File: config.mk
export PLATFORM = sky130hd
export DESIGN_NAME = rib_arbiter
export DESIGN_NICKNAME = d
export VERILOG_FILES = /design/src/rtl/rib_arbiter.sv
export SDC_FILE = /design/constraint.sdc
export NUM_CORES = 1
export LEC_CHECK = 0
export BUFFER_PORTS_ARGS = -buffer_cell sky130_fd_sc_hd__buf_2
export CAP_MARGIN = 20
export CORE_UTILIZATION = 55
export DETAILED_ROUTE_END_ITERATION = 7
export GPL_ROUTABILITY_DRIVEN = 0
export GPL_TIMING_DRIVEN = 0
export PLACE_DENSITY_LB_ADDON = 0.3
export SLEW_MARGIN = 30
export SYNTH_ARGS = -nofsm -noshare
export SYNTH_HDL_FRONTEND = slang
export SYNTH_SLANG_ARGS = --single-unit
File: constraint.sdc
create_clock -name clk -period 3.8 [get_ports clk]
set_clock_uncertainty 0.05 [all_clocks]
set_input_delay 0.57 -clock clk [delete_from_list [all_inputs] [get_ports clk]]
set_output_delay 0.57 -clock clk [all_outputs]
set_load 0.02 [all_outputs]
File: src/rtl/rib_arbiter.sv
// rib_arbiter: registered round-robin bus arbiter for the RIB bus.
// Define RIB_ARB_LOCK_EN to add lock_i, which keeps the bus across acks.
module rib_arbiter #(
    parameter int NUM_MASTERS    = 4,
    parameter int ID_W           = 2,
    parameter int TIMEOUT_CYCLES = 16
) (
    input  logic                   clk,
    input  logic                   rst,
    input  logic [NUM_MASTERS-1:0] req_i,
    input  logic                   ack_i,
`ifdef RIB_ARB_LOCK_EN
    input  logic                   lock_i,
`endif
    output logic [NUM_MASTERS-1:0] grant_o,
    output logic [ID_W-1:0]        grant_id_o,
    output logic                   busy_o,
    output logic [NUM_MASTERS-1:0] hold_o,
    output logic                   timeout_o
);

    typedef enum logic {
        IDLE,
        OWN
    } state_t;

    localparam logic [7:0]      WD_LAST  = 8'(TIMEOUT_CYCLES - 1);
    localparam logic [ID_W-1:0] LAST_RST = ID_W'(NUM_MASTERS - 1);

    state_t                 state;
    state_t                 state_nxt;
    logic [NUM_MASTERS-1:0] grant;
    logic [NUM_MASTERS-1:0] grant_nxt;
    logic [ID_W-1:0]        owner;
    logic [ID_W-1:0]        owner_nxt;
    logic [ID_W-1:0]        last;
    logic [ID_W-1:0]        last_nxt;
    logic [7:0]             wd;
    logic [7:0]             wd_nxt;
    logic                   timeout;
    logic                   timeout_nxt;

    logic                   pick_found;
    logic [ID_W-1:0]        pick_id;
    int                     idx;

    logic                   owner_req;
    logic                   lock_hold;
    logic                   release_now;

    // Owner still requesting; a dropped level means the owner abandoned.
    assign owner_req = |(req_i & grant);

`ifdef RIB_ARB_LOCK_EN
    assign lock_hold = lock_i;
`else
    assign lock_hold = 1'b0;
`endif

    // Unlocked ack or abandon frees the bus without a timeout pulse.
    assign release_now = !owner_req || (ack_i && !lock_hold);

    // Round-robin search starting just after the previous owner.
    always_comb begin
        pick_found = 1'b0;
        pick_id    = '0;
        idx        = 0;
        for (int i = 1; i <= NUM_MASTERS; i++) begin
            idx = int'(last) + i;
            if (idx >= NUM_MASTERS) begin
                idx = idx - NUM_MASTERS;
            end
            if (!pick_found && req_i[idx]) begin
                pick_found = 1'b1;
                pick_id    = ID_W'(idx);
            end
        end
    end

    // Next-state logic: grant in IDLE, release or keep in OWN.
    always_comb begin
        state_nxt   = state;
        grant_nxt   = grant;
        owner_nxt   = owner;
        last_nxt    = last;
        wd_nxt      = wd;
        timeout_nxt = 1'b0;
        unique case (state)
            IDLE: begin
                if (pick_found) begin
                    state_nxt = OWN;
                    grant_nxt = NUM_MASTERS'(1) << pick_id;
                    owner_nxt = pick_id;
                    last_nxt  = pick_id;
                    wd_nxt    = '0;
                end
            end
            OWN: begin
                if (release_now) begin
                    state_nxt = IDLE;
                    grant_nxt = '0;
                    owner_nxt = '0;
                    wd_nxt    = '0;
                end else if (ack_i) begin
                    // Locked ack: keep the bus and restart the watchdog.
                    wd_nxt = '0;
                end else if (wd == WD_LAST) begin
                    state_nxt   = IDLE;
                    grant_nxt   = '0;
                    owner_nxt   = '0;
                    wd_nxt      = '0;
                    timeout_nxt = 1'b1;
                end else begin
                    wd_nxt = wd + 8'd1;
                end
            end
        endcase
    end

    // State and output registers with synchronous reset.
    always_ff @(posedge clk) begin
        if (rst) begin
            state   <= IDLE;
            grant   <= '0;
            owner   <= '0;
            last    <= LAST_RST;
            wd      <= '0;
            timeout <= 1'b0;
        end else begin
            state   <= state_nxt;
            grant   <= grant_nxt;
            owner   <= owner_nxt;
            last    <= last_nxt;
            wd      <= wd_nxt;
            timeout <= timeout_nxt;
        end
    end

    assign grant_o    = grant;
    assign grant_id_o = owner;
    assign busy_o     = (state == OWN);
    assign hold_o     = req_i & ~grant;
    assign timeout_o  = timeout;

endmodule

# After elaboration in Yosys (flattened, before gate mapping)
# Index checks and enable logic that the tools add are counted.
# W data, S select, Z words.
dict set report word_totals {
  ff_bits 18
  input_bits 7
  out_inout_bits 12
  elab_cells 89
}
dict set report op_classes {
  addsub 9
  muxes 45
  magnitude_cmp 8
  shifts 1
  n_reduce_logical 12
  bitwise_logic 4
  eq_ne 4
}
# operator n
set ops {}
lappend ops {{$lt A32 B4 Y1 const B} 4}
lappend ops {{$mux W32} 4}
lappend ops {{$mux W8} 4}
lappend ops {{$mux W1} 17}
lappend ops {{$mux W2} 8}
lappend ops {{$mux W4} 4}
lappend ops {{$pmux W8 S2} 1}
lappend ops {{$sub A3 B3 Y4 const B} 3}
lappend ops {{$ge A3 B3 Y1 const B} 3}
lappend ops {{$add A8 B1 Y8 const B} 1}
lappend ops {{$and A4 B4 Y4} 2}
lappend ops {{$bmux W1 S2} 4}
lappend ops {{$eq A8 B4 Y1 const B} 1}
lappend ops {{$pmux W4 S2} 1}
lappend ops {{$reduce_or A4 Y1} 2}
lappend ops {{$add A2 B2 Y3 const B} 2}
lappend ops {{$sub A4 B3 Y5 const B} 1}
lappend ops {{$add A2 B3 Y4 const B} 1}
lappend ops {{$ge A4 B3 Y1 const B} 1}
lappend ops {{$logic_not A1 Y1} 4}
lappend ops {{$not A4 Y4} 1}
lappend ops {{$pmux W2 S2} 1}
lappend ops {{$shl A1 B2 Y4 const A} 1}
lappend ops {{$add A2 B1 Y3 const B} 1}
lappend ops {{9 further kinds} 11}

# Depth between registers and ports, before layout
# Gate-level depths: netlist of run 1.
dict set report depth {
  word_depth 19
  mapped_depth 6
  depth_no_buf 5
}

# Worst setup path after synthesis of run 1
# OpenSTA, ideal clock, no wires.
dict set report synth_path {
  path_type {input to register}
  start {input req_i[1]}
  end {register grant[0] (netlist: grant_o[0])}
  cell_stages 4
  t_arrival_ns 1.541
  setup_ns 0.127
  setup_slack_ns 2.082
  n_path_buf 0
  path_cell_list {or4_4 > nor2b_1 > o211ai_1 > o22ai_1}
}
dict set report synth_via {
  elab_chain_cells 16
  word_cells_on_any_way 38
}
# item line
set synth_rtl {}
lappend synth_rtl {{start: declaration} 10} ;# input logic [NUM_MASTERS-1:0] req_i,
lappend synth_rtl {{$bmux W1 S2} 73} ;# if (!pick_found && req_i[idx]) begin
lappend synth_rtl {{$mux W1 (implied by the code) (2 in a row)} 73}
lappend synth_rtl {{$mux W1} 73}
lappend synth_rtl {{$logic_not A1 Y1} 73}
lappend synth_rtl {{$logic_and A1 B1 Y1} 73}
lappend synth_rtl {{$mux W1} 73}
lappend synth_rtl {{$logic_not A1 Y1} 73}
lappend synth_rtl {{$logic_and A1 B1 Y1} 73}
lappend synth_rtl {{$mux W1} 73}
lappend synth_rtl {{$logic_not A1 Y1} 73}
lappend synth_rtl {{$logic_and A1 B1 Y1} 73}
lappend synth_rtl {{$mux W2} 73}
lappend synth_rtl {{$shl A1 B2 Y4} 92} ;# grant_nxt = NUM_MASTERS'(1) << pick_id;
lappend synth_rtl {{$mux W4} 90} ;# if (pick_found) begin
lappend synth_rtl {{$pmux W4 S2} 88} ;# unique case (state)
lappend synth_rtl {{end signal: assignment} 131} ;# grant <= grant_nxt;
lappend synth_rtl {{end: declaration} 32} ;# logic [NUM_MASTERS-1:0] grant;
# Several ways; a longest one is shown, not always the timed one. The select of a mux whose other input is x is not followed.
# A chain may end at the register's enable or synchronous reset.

# Worst setup path in the final report of run 1
dict set report layout_path {
  start {register wd[0]}
  end {register wd[3]}
}
dict set report layout_via {
  elab_chain_cells 5
  word_cells_on_any_way 6
}
# item line
set layout_rtl {}
lappend layout_rtl {{start: declaration} 38} ;# logic [7:0] wd;
lappend layout_rtl {{start signal: assignment} 134} ;# wd <= wd_nxt;
lappend layout_rtl {{$add A8 B1 Y8 / $eq A8 B4 Y1 (equally long branches)} {114, 107}}
lappend layout_rtl {{$mux W8 *} 107} ;# end else if (wd == WD_LAST) begin
lappend layout_rtl {{$mux W8 *} 104} ;# end else if (ack_i) begin
lappend layout_rtl {{$mux W8 *} 99} ;# if (release_now) begin
lappend layout_rtl {{$pmux W8 S2 *} 88}
# Mark *: on every way between the ends. The rest lies on a longest branch, timed or not.

==> qor.txt, run 1 <==
Starting Density - 60.2%
Syn Nets - 120
Slew Limit Fails - 0
CP peak stage delay - 370 ps
Sequential power share - 55.7%
Cell Rows - 14
Min Hold Slack - 410 ps
DR vias - 928
CP Cell Sequence - ha_1, and3_1, nand2_1, clkbuf_1, nand3_1, a31oi_1
Yosys top cell area share - 38.8%
#FFs+latches synth - 18
CORE AREA - 1540 sq um
Synth async-reset ratio - 0%
Pre-antenna DRT Iters - 4
DR WL/cell - 14.0 microns
Net Sw Frac - 29.7%
Pre-CTS WS - 1850 ps
Ports - 19
Global-route wire length before repair - 3.40 mm
Clk root buf - clkbuf_4
Min-delay src - grant_id_o[1]
DRT Wirelength - 2.08 mm
Fraction of final layout cells sized beyond drive strength 1 - 21.8%
Final Cycle Share - 45.7%
H-tree levels - 1
Area leader, netlist - dfxtp_1
Cell family with most CP delay - simple AND/OR/NAND/NOR gates
Achievable Freq - 576 MHz
First DRT Iteration DRCs - 30
Cts repair resizes - 0
Final instance area - 1060 sq um
Int Pwr - 0.000261 W
Largest cells by area after synthesis - dfxtp_1 39%, nand2b_1 5.4%, nand2_1 5.3%, a21oi_1 4.3%, a31oi_1 3.4%
Final TNS setup - 0 ps
Critical Path Sink Type - flop
Worst-Margin Slew - 481 ps
P&R area growth vs syn - 14.3%
Non-filler cells, final - 149
Worst Hold Depth - 2
Full die area - 1860 sq um
Pwr Density - 349 nW/um^2
CTS tree - built
Die Y - 43.1 microns
Yosys cell types - 38
Num CTS Buffers - 3
Clock power share - 25.4%
Inst Count DP - 146
Post-CTS setup buffers - 0
R2r startpoint - wd[0]
P_leak - 0.406 nW
Psw - 0.000110 W
Nets - 143
Pin count of the biggest net entering global routing - 11
Cell depth of the worst setup path - 6
Clk_lat worst skew - 290 ps
Hold-fix buffers, CTS - 0
Startpoint types - flop
Crit path launch - wd[0]
Setup Crit Path Kind - reg -> reg
Status - finished clean
Die X - 43.1 microns
Number of synthesized flops with an enable pin - 0
Combinational group share of total power - 18.8%
Worst slew margin - 67.9%
RSZ-0062 raised after global routing - no
Final worst slack - 2070 ps
Initial antenna violation count - 0
Critical path buffers and inverters - 1
Synth Cell Area - 928 sq um
GR Overflow Total - 0
DP Wirelength - 1.54 mm
Crit path max fanout - 10
Max-cap check violation count - 0
Vias in the first global route - 794
Peak VDD IR - 0.270 mV
Register area share after synthesis - 38.8%
Avg Vias per Cell - 6.23
Placed inst area - 1040 sq um
YS warnings - 0
Mapped Cells - 112
ANT nets after route - 0
GRT Util Overall - 25.0%
Minimum clock period - 1730 ps
CP required - 3970 ps
Top_reg_cell synth - dfxtp_1
Slowest CP cell - clkbuf_1
Hold Crit Class - reg -> reg
Worst reg-to-reg path cell count - 6
# diodes - 0
DRC - 0
CTS sink count - 18
Clock-pin slew on the worst setup and hold paths - 100 ps
IO buf count - 18
Final hold viol count - 0
Setup violators final - 0
Crit path arrival time - 1910 ps
Clock Path Buffers - 2
Synth Area per Inst - 8.29 sq um
## placed cells by master (no fill, tap or decap)
cell type  synthesis  routed
a32oi_1            1       1
o211ai_1           2       2
nor2b_1            5       5
clkbuf_1           1       1
xor2_1             1       1
buf_2              1      19
o311ai_0           1       1
and3_1             1       1
or4_4              1       1
inv_1              5       5
nand2_1           13      13
nor3_2             1       1
nor2_1             5       5
buf_1              1       1
a211oi_2           1       1
or3_1              1       1
o22ai_1            5       5
a31oi_1            5       5
nand3b_1           2       2
nor3_1             4       4
nand3_1            5       5
dfxtp_1           18      18
nor4_1             1       1
a21oi_2            1       1
a311oi_2           1       1
nand2b_1           8       8
a22oi_1            2       2
o211a_1            1       1
a21boi_0           1       1
or4_1              1       1
o21ai_1            2       2
ha_1               1       1
o31ai_1            1       1
clkbuf_4           0       3
o21a_1             1       1
nor2_8             1       1
a21oi_1            8       8
nand4_1            1       1
inv_2              1       1
## synthesized netlist by cell type (2+ instances only)
master and count:
a21oi_1 8, a22oi_1 2, a31oi_1 5, dfxtp_1 18
inv_1 5, nand2_1 13, nand2b_1 8, nand3_1 5
nand3b_1 2, nor2_1 5, nor2b_1 5, nor3_1 4
o211ai_1 2, o21ai_1 2, o22ai_1 5
## routing by layer
| metal | global-route usage, % | up-vias | routed length (microns) |
|---|---|---|---|
| li1 | - | 451 | - |
| met1 | 31.5 | 445 | 938 |
| met2 | 38.8 | 28 | 980 |
| met3 | 5.11 | 4 | 130 |
| met4 | 14.5 | 0 | 33 |
| met5 | 0 | - | 0 |
## sequential cells by signal, summed over array words and instances, names as in the netlist
signal and count:
grant_id_o 2, grant_o 4, last 2, wd 8
busy_o 1, timeout_o 1
## through the flow
stage / total power [W] / utilization (%)
after floorplan: 0.000257 / -
after global placement: 0.000278 / 67.4
after detailed placement: 0.000280 / 67.4
after CTS: 0.000374 / 68.8
after global routing: 0.000389 / 68.8
final: 0.000371 / 68.8
## power groups by stage
stage / sequential [W] / clock, W / combinational (W)
after global placement: 0.000211 / 0 / 0.0000678
after floorplan: 0.000217 / 0 / 0.0000392
after detailed placement: 0.000211 / 0 / 0.0000693
after CTS: 0.000207 / 0.0000980 / 0.0000698
final: 0.000207 / 0.0000943 / 0.0000698
after global routing: 0.000208 / 0.000105 / 0.0000759
## cells by family (layout without fill, tap and decap cells)
family / Yosys count / after routing / synth area share (%)
and+or+nand+nor: 50 / 50 / 30.5
AOI/OAI and AO/OA: 33 / 33 / 24.7
DFF: 18 / 18 / 38.8
buffers and inverters: 9 / 30 / 3.77
adders and majority gates: 1 / 1 / 1.35
xor gates and xnor gates: 1 / 1 / 0.944
## layout make-up
type	count	area, sq um
flip-flops and latches	18	360
plain buffers	3	12.5
well taps	16	20.0
inverters	6	22.5
clock buffers	3	22.5
multi-input cells	85	533
fillers	129	480
repair buffers	18	90.1
## worst register-to-register path, delay by kind of cell, from the launching register on
family	cells	cell delay, ps
AO/OA/AOI/OAI	1	180
adder cells (fa/ha/maj)	1	220
buffers and inverters	1	370
flip-flops	1	350
AND/OR/NAND/NOR	3	500
## final timing paths
check                  endpoint  slack (ps)
setup / recovery          wd[3]        2070
hold / removal    grant_id_o[1]         410
hold reg to reg   grant_id_o[1]         410
setup reg to reg          wd[3]        2070
No activity file was read; power rests on OpenSTA's default activity.
==> inputs of run 2 (changes only) <==
--- a/config.mk
+++ b/config.mk
@@ -7,7 +7,7 @@
 export LEC_CHECK = 0
 export BUFFER_PORTS_ARGS = -buffer_cell sky130_fd_sc_hd__buf_2
 export CAP_MARGIN = 20
-export CORE_UTILIZATION = 55
+export CORE_UTILIZATION = 52
 export DETAILED_ROUTE_END_ITERATION = 7
 export GPL_ROUTABILITY_DRIVEN = 0
 export GPL_TIMING_DRIVEN = 0
==> constraint.sdc (replaced) <==
create_clock -name clk -period 1.7 [get_ports clk]
set_clock_uncertainty 0.05 [all_clocks]
set_input_delay 0.255 -clock clk [delete_from_list [all_inputs] [get_ports clk]]
set_output_delay 0.255 -clock clk [all_outputs]
set_load 0.02 [all_outputs]
==> run 2 against run 1 <==
- the run now ends with design-rule violations left
- power up 140%
- critical path depth unchanged
- core utilization down 0.62 points
- clock power rose to 2.8 times the previous value
- cell count up 6.0%
==> qor.txt, run 2 (synthesis results as in run 1) <==
Setup violators final - 0 (unchanged)
Top routing layer in use - met4
Setup Crit Path Kind - reg -> reg
Top reg by flops - wd
Starting Density - 58.2% (-2.0 points)
DRC - 1 (+1)
Final TNS setup - 0 ps (unchanged)
CP Cell Sequence - ha_1, and3_1, nand2_1, buf_2, nand4_1, a31oi_1
P_leak - 0.415 nW (+2.1%)
CP required - 1870 ps (-2100 ps)
Max FFs per register - 8 (unchanged)
CP peak stage delay - 340 ps (-30 ps)
Hold Path Sink - wd[2]
Pwr Density - 808 nW/um^2 (+130%)
Avg Vias per Cell - 5.62 (-9.8%)
DR WL/cell - 12.5 microns (-11%)
R2r startpoint - wd[0]
DR vias - 888 (-4.3%)
Die X - 44.3 microns (+2.7%)
Full die area - 1960 sq um (+5.5%)
Final hold viol count - 0 (unchanged)
ANT nets after route - 0 (unchanged)
Worst reg-to-reg path cell count - 6 (unchanged)
M1 WL - 972 microns (+3.6%)
Crit path max fanout - 10 (unchanged)
CORE AREA - 1590 sq um (+3.4%)
Crit path arrival time - 1690 ps (-220 ps)
Worst reg2reg endpoint - wd[3]
Num CTS Buffers - 3 (unchanged)
Max-cap check violation count - 0 (unchanged)
Commonest non-fill, non-tap cell in the layout - buf_2
Initial antenna violation count - 0 (unchanged)
Hold Crit Class - in -> reg
Pre-antenna DRT Iters - 6 (+2)
GR Overflow Total - 0 (unchanged)
Util after Layout - 68.2% (-0.62 points)
Failing checks - design-rule violations
Cell Rows - 14 (unchanged)
Minimum clock period - 1520 ps (-213 ps)
Flop-to-flop setup slack - 180 ps (-1890 ps)
Most frequent cells in the layout - 20 x buf_2, 17 x dfxtp_1, 13 x nand2_1, 8 x nand2b_1, 8 x a21oi_1
P&R area growth vs syn - 17.1%
Vias in the first global route - 792 (-0.25%)
CTS sink count - 18 (unchanged)
Min-delay src - rst
Clock Path Buffers - 2 (unchanged)
Slowest CP cell - dfxtp_1
Fraction of final layout cells sized beyond drive strength 1 - 23.9% (+2.1 points)
Critical Path Sink Type - flop
Worst slew margin - 67.9% (about the same)
Clock-pin slew on the worst setup and hold paths - 100 ps (about the same)
First DRT Iteration DRCs - 20 (-33%)
Worst-Margin Slew - 481 ps (-0.312 ps)
H-tree levels - 1 (unchanged)
# diodes - 0 (unchanged)
Slew Limit Fails - 0 (unchanged)
Min Hold Slack - 268 ps (-141 ps)
GRT Util Overall - 23.2% (-1.8 points)
Startpoint types - flop
Final Cycle Share - 89.5% (+44 points)
DP Wirelength - 1.52 mm (-1.8%)
DRT Wirelength - 1.97 mm (-5.3%)
CTS tree - built
IO buf count - 18 (unchanged)
Status - complete, but fails checks
Achievable Freq - 657 MHz (+14%)
WL met3 - 101 microns (-22%)
Non-filler cells, final - 158 (+6.0%)
Fillers - 133 (+3.1%)
Die Y - 44.3 microns (+2.7%)
Clk_lat worst skew - 290 ps (about the same)
Global-route wire length before repair - 3.33 mm (-2.2%)
Met2 wire length - 880 microns (-10%)
Clk root buf - clkbuf_4
Peak VDD IR - 0.511 mV (+89%)
Worst Hold Depth - 4 (+2)
Inst Count DP - 154 (+5.5%)
RSZ-0062 raised after global routing - no
Ports - 19 (unchanged)
Total power - 0.000879 W (+140%)
Nets - 143 (unchanged)
Pin count of the biggest net entering global routing - 11 (unchanged)
==> run 2: changes by cell type in the layout (fill, tap and decap cells not counted), sizes merged <==
cell  change
buf       +1
==> run 2: worst max path at each step <==
stage / startpoint / cells past startpoint / slack (ps) / end
after global placement: wd[0] / 6 / 50 / wd[3]
after detailed placement: wd[0] / 6 / 30 / wd[3]
after floorplan: busy_o / 5 / 170 / wd[4]
final: wd[0] / 6 / 180 / wd[3]
after CTS: wd[0] / 6 / 20 / grant_id_o[0]
after global routing: wd[0] / 6 / 10 / grant_id_o[1]
==> run 2: stage by stage <==
step	worst slack (ps)	instance area, sq um
after floorplan	173	928
after global placement	46.9	1050
after detailed placement	32.9	1050
after CTS	15.4	1080
after global routing	13.1	1090
final	179	1090
==> run 2: cell type report <==
class                   count  area [sq um]  area share (%)
plain buffers               3          13.8            1.27
clock buffers               4          36.3            3.34
inverters                   6          22.5            2.07
multi-input cells          85           533            49.0
flip-flops and latches     18           362            33.3
well taps                  24          30.0            2.76
repair buffers             18          90.1            8.29
==> run 2: per-layer routing <==
layer	vias to the layer above	track usage [%]
li1	461	-
met1	407	31.0
met2	18	36.5
met3	2	5.31
met4	0	8.48
met5	-	0
==> run 2: report_power, final <==
group	switching (W)	leakage [nW]	internal [W]	total [W]
combinational	0.0000978	0.247	0.0000586	0.000156
clock	0.000130	0.0210	0.000130	0.000260
sequential	0.0000199	0.147	0.000442	0.000462
total	0.000247	0.415	0.000631	0.000879
==> run 2: critical path, delay by kind of cell, from the launching register on <==
kind | cells | cell delay, ps
and+or+nand+nor | 3 | 450
DFF | 1 | 340
buffers and inverters | 1 | 230
adders and majority gates | 1 | 220
AOI/OAI and AO/OA | 1 | 160
==> run 2: repair_timing <==
item / 4_1_cts / 5_1_grt
gates resized for setup: 0 / 4
setup buffers: 0 / 0
setup endpoints to repair: 0 / 9
hold buffers: 0 / 0
==> inputs of run 3 (changes only) <==
--- a/config.mk
+++ b/config.mk
@@ -5,10 +5,10 @@
 export SDC_FILE = /design/constraint.sdc
 export NUM_CORES = 1
 export LEC_CHECK = 0
-export BUFFER_PORTS_ARGS = -buffer_cell sky130_fd_sc_hd__buf_2
 export CAP_MARGIN = 20
-export CORE_UTILIZATION = 52
+export CORE_UTILIZATION = 55
 export DETAILED_ROUTE_END_ITERATION = 7
+export DONT_BUFFER_PORTS = 1
 export GPL_ROUTABILITY_DRIVEN = 0
 export GPL_TIMING_DRIVEN = 0
 export PLACE_DENSITY_LB_ADDON = 0.3
==> run 3 against run 2 <==
- the flow now finishes without violations
- sequential power is 4.5% higher
- core utilization decreased by 4.7 points
- register-to-register slack worse by 96 ps
==> qor.txt, run 3 (synthesis results as in run 1) <==
Status - finished clean
CP Cell Sequence - ha_1, and3_1, nand2_1, buf_2, nand3_1, a31oi_1
DR WL/cell - 15.1 microns (+21%)
IO buf count - 0 (-18)
Pre-CTS WS - -21.7 ps (-54.7 ps)
Minimum clock period - 1620 ps (+95.6 ps)
Hold-fix buffers, CTS - 0 (unchanged)
GRT Util Overall - 25.0% (+1.8 points)
Max FFs per register - 8 (unchanged)
Ports - 19 (unchanged)
Most frequent cells in the layout - 13 x nand2_1, 13 x dfxtp_1, 8 x nand2b_1, 8 x a21oi_1
Worst-Margin Slew - 484 ps (+2.66 ps)
DP Wirelength - 1.43 mm (-5.8%)
Clk root buf - clkbuf_4
Nets - 125 (-13%)
DR vias - 849 (-4.4%)
Starting Density - 60.2% (+2.0 points)
Vias in the first global route - 774 (-2.3%)
P_leak - 0.327 nW (-21%)
Die X - 43.1 microns (-2.6%)
P&R area growth vs syn - 5.39%
Crit path arrival time - 1780 ps (+90 ps)
Final Cycle Share - 95.1% (+5.6 points)
Final TNS setup - 0 ps (unchanged)
Setup violators final - 0 (unchanged)
Slowest CP cell - dfxtp_1
H-tree levels - 1 (unchanged)
DRC - 0 (-1)
Final hold viol count - 0 (unchanged)
DRT Wirelength - 1.98 mm (+0.15%)
Inst Count DP - 128 (-17%)
Pre-antenna DRT Iters - 5 (-1)
CORE AREA - 1540 sq um (-3.3%)
Pin count of the biggest net entering global routing - 11 (unchanged)
Max-cap check violation count - 0 (unchanged)
Cell Rows - 14 (unchanged)
Clock Path Buffers - 2 (unchanged)
Initial antenna violation count - 0 (unchanged)
Critical Path Sink Type - flop
Min Hold Slack - 154 ps (-115 ps)
CP peak stage delay - 350 ps (about the same)
Slew Limit Fails - 0 (unchanged)
Final worst slack - 83.1 ps (-95.6 ps)
Top reg by flops - wd
Flop-to-flop setup slack - 80 ps (-100 ps)
Avg Vias per Cell - 6.48 (+15%)
Pwr Density - 812 nW/um^2 (+0.47%)
ANT nets after route - 0 (unchanged)
CP required - 1860 ps (about the same)
Hold Crit Class - in -> reg
GR Overflow Total - 0 (unchanged)
CTS tree - built
Achievable Freq - 618 MHz (-5.9%)
Num CTS Buffers - 3 (unchanged)
Startpoint types - flop
First DRT Iteration DRCs - 55 (+180%)
RSZ-0062 raised after global routing - no
Setup Crit Path Kind - reg -> reg
# diodes - 0 (unchanged)
Peak VDD IR - 0.468 mV (-8.5%)
Full die area - 1860 sq um (-5.2%)
Fraction of final layout cells sized beyond drive strength 1 - 14.8% (-9.1 points)
Crit path max fanout - 10 (unchanged)
Worst slew margin - 67.8% (-0.18 points)
CTS sink count - 18 (unchanged)
Non-filler cells, final - 131 (-17%)
Cts repair resizes - 2 (+2)
Die Y - 43.1 microns (-2.6%)
Clock-pin slew on the worst setup and hold paths - 90 ps (about the same)
Util after Layout - 63.5% (-4.7 points)
Post-CTS setup buffers - 0 (unchanged)
Global-route wire length before repair - 3.50 mm (+5.2%)
Clk_lat worst skew - 290 ps (about the same)
## run 3: cell count changes in the layout (fill, tap and decap cells not counted), sizes merged
cell    delta
buf       -18
clkbuf     -1
## run 3: metrics by stage
step                total power [W]  area [sq um]
floorplan                  0.000574           928
detailed placement         0.000594           948
global route               0.000838           978
CTS                        0.000794           973
global placement           0.000592           948
finish                     0.000794           978
## run 3: power breakdown
part | internal (W) | switching (W) | total [W]
Clock | 0.0000825 | 0.000124 | 0.000206
Sequential | 0.000444 | 0.0000394 | 0.000483
Combinational | 0.0000401 | 0.0000649 | 0.000105
Total | 0.000566 | 0.000228 | 0.000794
## run 3: final cells by class
type	count	area, sq um
flip-flops and latches	18	367
inverters	6	22.5
multi-input cells	85	533
plain buffers	3	13.8
fillers	137	563
clock buffers	3	22.5
well taps	16	20.0
## run 3: worst paths after layout
kind / from / end / cells past startpoint
worst max-delay path: wd[0] / grant_id_o[0] / 6
worst min-delay path: rst / wd[7] / 3
worst max register to register: wd[0] / grant_id_o[0] / 6
worst min register to register: wd[7] / wd[7] / 1
## run 3: per-layer routing
metal	GRT usage, %	share of wire, %	wire length (microns)
met5	0	0	0
met4	9.09	0.66	13
met3	8.09	8.5	167
met2	35.2	45	885
met1	35.4	46	909
## run 3: worst max-delay path, delay by kind of cell (launching register included)
family / cells / cell delay [ps]
buffers and inverters: 1 / 250
adders and majority gates: 1 / 220
DFF: 1 / 350
AOI/OAI and AO/OA: 1 / 200
and+or+nand+nor: 3 / 470
